### config.mk
export PLATFORM = sky130hd
export DESIGN_NAME = prescaled_counter
export DESIGN_NICKNAME = d
export VERILOG_FILES = /design/src/rtl/prescaled_counter.sv
export SDC_FILE = /design/constraint.sdc
export NUM_CORES = 1
export LEC_CHECK = 0
export ABC_CLOCK_PERIOD_IN_PS = 1200
export BUFFER_PORTS_ARGS = -buffer_cell sky130_fd_sc_hd__buf_2
export CAP_MARGIN = 5
export CELL_PAD_IN_SITES_DETAIL_PLACEMENT = 1
export CELL_PAD_IN_SITES_GLOBAL_PLACEMENT = 1
export CORE_MARGIN = 2
export CORE_UTILIZATION = 30
export DETAILED_ROUTE_END_ITERATION = 7
export PLACE_DENSITY_LB_ADDON = 0.1
export SYNTH_ARGS = -nofsm -noshare
export SYNTH_HDL_FRONTEND = slang
export SYNTH_SLANG_ARGS = --single-unit
### constraint.sdc
create_clock -name clk -period 1.2 [get_ports clk]
set_input_delay 0 -clock clk [delete_from_list [all_inputs] [get_ports clk]]
set_output_delay 0 -clock clk [all_outputs]
set_load 0.05 [all_outputs]
### src/rtl/prescaled_counter.sv
// Up/down modulo counter stepped by an internal enable prescaler, all in the clk domain.
// Optional PRESCALED_COUNTER_SATURATE_EN: hold at the range limit instead of wrapping.
module prescaled_counter #(
   parameter int WIDTH  = 4,
   parameter int DIV    = 4,
   parameter int MODULO = 16
) (
   input  logic             clk,
   input  logic             rst,
   input  logic             en,
   input  logic             up,
   input  logic             load,
   input  logic [WIDTH-1:0] load_val,
   output logic [WIDTH-1:0] count,
   output logic             tick,
   output logic             tc
);

   localparam int               PW       = (DIV > 1) ? $clog2(DIV) : 1;
   localparam logic [PW-1:0]    PRE_LAST = PW'(DIV - 1);
   localparam logic [WIDTH-1:0] CNT_MAX  = WIDTH'(MODULO - 1);

   logic [PW-1:0]    pre_q, pre_d;
   logic [WIDTH-1:0] count_q, count_d;
   logic             tick_q, tick_d;
   logic             tc_q, tc_d;
   logic             step;
   logic             at_limit;

   assign step     = en && (pre_q == PRE_LAST);
   assign at_limit = up ? (count_q == CNT_MAX) : (count_q == '0);

   always_comb begin
      pre_d   = pre_q;
      count_d = count_q;
      tick_d  = 1'b0;
      tc_d    = 1'b0;
      if (load) begin
         // Out-of-range load values clamp so count never leaves 0..MODULO-1
         count_d = (load_val > CNT_MAX) ? CNT_MAX : load_val;
         pre_d   = '0;
      end else if (step) begin
         pre_d  = '0;
         tick_d = 1'b1;
         tc_d   = at_limit;
         if (at_limit) begin
`ifdef PRESCALED_COUNTER_SATURATE_EN
            count_d = count_q;
`else
            count_d = up ? '0 : CNT_MAX;
`endif
         end else begin
            count_d = up ? count_q + 1'b1 : count_q - 1'b1;
         end
      end else if (en) begin
         pre_d = pre_q + 1'b1;
      end
   end

   always_ff @(posedge clk) begin
      if (rst) begin
         pre_q   <= '0;
         count_q <= '0;
         tick_q  <= 1'b0;
         tc_q    <= 1'b0;
      end else begin
         pre_q   <= pre_d;
         count_q <= count_d;
         tick_q  <= tick_d;
         tc_q    <= tc_d;
      end
   end

   assign count = count_q;
   assign tick  = tick_q;
   assign tc    = tc_q;

endmodule

# Word-level counts from Yosys, hierarchy flattened
# Index checks and enable logic that the tools add are counted.
# classes
add_sub_neg,3
n_mul,0
n_div,0
n_lt_le_gt_ge,1
eq_ne,2
shifts,0
mux,8
bitwise,1
n_reduce_logical,6
# ops
op,n
2-to-1 mux 4 bit,6
OR reduction 3 bit,2
adder 4 x 1 -> 4 bit (second input constant),1
equality test 4 bit (second input constant),1
> comparator 4 bit (second input constant),1
zero test 4 bit,1
subtractor 4 x 1 -> 4 bit (second input constant),1
adder 2 x 1 -> 2 bit (second input constant),1
equality test 2 bit (second input constant),1
2-to-1 mux 1 bit,2
nonzero test 2 bit,1
OR reduction 2 bit,1
logical AND 1 bit,1
NOT 1 bit,1
# totals
regBits,8
latchBits,0
ram_bits,0
mem_bits_ro,0
input_bits,9
output_inout_bits,6
elab_cells,25
memories,0

# Longest topological paths before layout
# logic_depth
depth_word,5
depth_mapped,6
ltp_nobuf,6

# Least setup slack after synthesis
# No wires, ideal clock.
# synth_timing
path_kind,flip-flop to flip-flop
from,reg count_q[2] (netlist: count[2])
to,reg count_q[3] (netlist: count[3])
setup_ps,87
arrival_ps,1554
required_ps,1113
slack_ps,-441
path_stages_with_launch,6
path_buffers,0
synth_period_minus_slack_ps,1641
path_cell_list,dfxtp_1 ha_1 a21oi_1 a21o_1 a31oi_1 o31ai_1
# synth_via
elab_chain_cells,5
elab_cells_between_ends,9
classes_between,add/sub: 2; eq/ne: 1; mux: 5; reduce/logical: 1
# synth_lines
item,line_no,rtl
start: declaration,24,"logic [WIDTH-1:0] count_q, count_d;"
start signal: assignment,68,count_q <= count_d;
"subtractor 4 x 1 -> 4 bit, or another cell as far along",53,count_d = up ? count_q + 1'b1 : count_q - 1'b1;
2-to-1 mux 4 bit / 2-to-1 mux 1 bit (equally long branches),"53, 31",
2-to-1 mux 4 bit *,46,if (at_limit) begin
2-to-1 mux 4 bit *,42,end else if (step) begin
2-to-1 mux 4 bit *,38,if (load) begin
# Mark *: on every way between the ends. The rest lies on a longest branch, timed or not. The select of a mux whose other input is x is not followed.
# A chain may end at the register's enable or synchronous reset.

# Worst setup path after layout
# Same ends and word-level chain as after synthesis.

==> results.tsv <==
stage	metric	value	unit
status	status	complete, but fails checks	
status	violations	setup timing	
synthesis	netlist.area_leader.share	35.46	%
synthesis	synthMuxAreaShare	2.216	%
pwr	seqPwrFrac	39.5	%
drt	drtAntennaViolNets	0	
sta	slew_headroom	82.39	%
setup_path	crit_path_max_incr_delay	0.35	ns
pwr	p_leak	0.0003314	uW
floorplanning	rows	14	
layout	syn_to_final_growth	63.16	%
clock_network	tritoncts	built	
clock_network	clk_pin_slew	0.06	ns
sta	tightest_slew	0.2638	ns
clock_network	root_buffer	clkbuf_4	
place	gp_congestion	0.6806	
setup_path	crit_path_max_fanout	3	
synthesis	netlist_area	451.7	um^2
synthesis	synthTopCellsByCount	8 x dfxtp_1, 8 x nand2_1, 6 x a21oi_1	
drt	drt_iter0_markers	2	
clock_network	postCtsSetupRepairBufs	0	
setup_path	cp-endpoint	count[3]	
clock_network	clkLatencyLatePin	0.27	ns
global_route	grt_pass1_vias	485	
floorplanning	core_area	1454	um^2
sta	fin_ws	-0.06289	ns
sta	fin_crit_sh	105.2	%
synthesis	synth-seq-area-share	35.46	%
drt	routedWlPerCell	13.31	um
setup_path	start_kind	register	
synthesis	synth_simple_gate_area_share	20.78	%
synthesis	synth_seq_cells	8	
setup_path	r2r-end	count[3]	
sta	skew	0.007250	ns
clock_network	cts_htree_levels	1	
pwr	power_density	1005	nW/um^2
setup_path	crit_path_end_kind	register	
synthesis	synth_top_family_by_area	simple AND/OR/NAND/NOR gates	
layout	utilization	50.69	%
pwr	clkPwrFrac	31.3	%
floorplanning	die_area	1832	um^2
drt	firstDrtPassIters	4	
floorplanning	die_h	42.80	um
synthesis	synth_area_per_cell	8.686	um^2
flow_run	drv_cap	0	
synthesis	synth_edf_count	0	
setup_path	r2r_start	count[2]	
layout	nets	95	
place	dp_slack	-0.08338	ns
synthesis	synthAdderAreaFrac	12.74	%
synthesis	ys_warn_count	0	
clock_network	clock_sinks	8	
sta	rsz0062_at_grt	yes	
global_route	antenna_found_initial	0	
sta	setup_viol	3	
synthesis	ys_types	23	
drt	drcViolationCount	0	
sta	period_minus_slack	1.263	ns
synthesis	yosys.area.top_type	dfxtp_1	
setup_path	crit_path_top_delay_cell	dfxtp_4	
synthesis	synth_area_leaders	dfxtp_1 35%, ha_1 8.3%, a21oi_1 6.6%	
global_route	grt_max_degree	10	
layout	antenna_cells	0	
setup_path	path_cells	ha_4, nand3_2, a21o_1, a31oi_1, o31ai_1	
sta	hold_viol_final	0	
pwr	p_int	510.6	uW
floorplanning	dieWidth	42.80	um
place	portBuffers	14	
setup_path	worstPathRequired	1.35	ns
layout	fillCellCount	185	
global_route	overflow	0	
pwr	p_sw	229.8	uW
floorplanning	start_util	31.07	%
layout	drive_gt1_share	50.62	%
global_route	grt_pass1_wl	2166	um
hold_path	worstHoldPathType	input port to register	
drt	vias	479	
sta	finalMaxSlewViolations	0	
clock_network	cts_buffer_depth	2	
setup_path	r2r_cells	5	
synthesis	async_flop_share	0	%
drt	viasPerCell	4.938	
synthesis	synth-compound-area-share	19.39	%
pwr	p_sw_share	31.03	%
setup_path	startpoint	count[2]	
synthesis	synthCells	52	
synthesis	syn-num-nets	65	
pwr	comb_power_share	29.2	%
setup_path	crit_type	register to register	
drt	drt-total-wl	1291	um
floorplanning	io-pin-count	15	
setup_path	reg2reg_slack	-0.06	ns
global_route	grt_usage	16.87	%
sta	fmax	791.8	MHz
synthesis	synthXorXnorAreaFrac	7.756	%
setup_path	cp.arrival	1.41	ns
pwr	ir_drop	0.6768	mV
synthesis	synthFlopType	dfxtp_1	
clock_network	cts_inserted_buffers	3	
==> area by class of cell <==
type                    instances  area (um^2)  share of cell area (%)
flip-flops and latches          8        172.7                   23.43
repair buffers                 26        168.9                   22.92
well taps                      16        20.02                   2.716
inverters                       1        3.754                  0.5093
multi-input cells              42        345.3                   46.86
clock buffers                   4        26.28                   3.565
==> state kept, by name, indices dropped and copies added (netlist names) <==
register / count
pre_q: 2
tick: 1
count: 4
tc: 1
==> timing repair <==
item                                   4_1_cts  5_1_grt
endpoints found under the hold margin        1        0
setup endpoints to repair                    3        5
hold buffers                                 2        0
gates resized for setup                      5        4
pin swaps                                    1        4
==> power by group through the flow <==
stage / Clock [uW] / Combinational, uW / Sequential, uW
finish: 232 / 216 / 292
global route: 262 / 238 / 294
CTS: 246 / 207 / 289
detailed placement: 0 / 185 / 294
global placement: 0 / 184 / 294
floorplan: 0 / 75.3 / 326
==> per-stage QoR <==
| stage | area, um^2 | std cells | TNS, ns | hold slack [ns] | power (uW) |
|---|---|---|---|---|---|
| after floorplan | 480.5 | 52 | -0.1462 | 0.06193 | 401.0 |
| after global placement | 641.9 | 91 | -0.1395 | 0.2430 | 477.9 |
| after detailed placement | 641.9 | 91 | -0.1284 | 0.2482 | 478.5 |
| after CTS | 719.4 | 97 | -0.1343 | 0.02772 | 741.9 |
| after global routing | 737.0 | 97 | -0.4148 | 0.06188 | 793.4 |
| final | 737.0 | 97 | -0.1586 | 0.04055 | 740.4 |
==> per-layer routing <==
| layer | GRT usage [%] | wire (um) |
|---|---|---|
| met1 | 17.49 | 524 |
| met2 | 27.88 | 673 |
| met3 | 6.809 | 68 |
| met4 | 10.63 | 25 |
| met5 | 0 | 0 |
==> cell usage in the layout, fill, tap and decap left out <==
cell type,count
a21oi_4,1
xnor2_1,1
inv_1,1
buf_2,14
nand3_2,1
fa_2,1
nor2b_1,1
ha_4,2
a31oi_1,1
clkbuf_4,3
nand3_1,1
nor3_1,1
nand2_2,2
o31ai_1,3
nor2_1,4
dfxtp_1,4
and4_1,1
and2_1,1
xor2_1,3
a21oi_1,4
a21boi_0,1
a21o_2,1
dlygate4sd3_1,2
nand2_1,6
dfxtp_4,3
a21o_1,1
nor4_4,1
clkbuf_1,1
o21ai_0,1
mux2i_1,1
buf_6,1
buf_4,9
dfxtp_2,1
ha_1,1
a21oi_2,1
==> cells by family after synthesis <==
logic type | after synthesis
multiplexers | 1
XOR/XNOR | 4
buffers and inverters | 2
AO/OA/AOI/OAI | 14
flip-flops | 8
AND/OR/NAND/NOR | 19
adder cells (fa/ha/maj) | 4
==> worst min path at each step <==
| stage | from | to | depth (start not counted) |
|---|---|---|---|
| after floorplan | rst | count[0] | 1 |
| after global placement | rst | count[0] | 2 |
| after detailed placement | rst | count[0] | 2 |
| after CTS | en | pre_q[1] | 3 |
| after global routing | en | pre_q[1] | 3 |
| final | en | pre_q[0] | 3 |
==> worst max-delay path, delay by kind of cell, from the launching register on <==
kind            cells  cell delay, ns
simple gates        1            0.07
fa+ha+maj           1            0.29
flops               1            0.35
compound gates      3            0.43
Power figures use the tool's default switching activity.
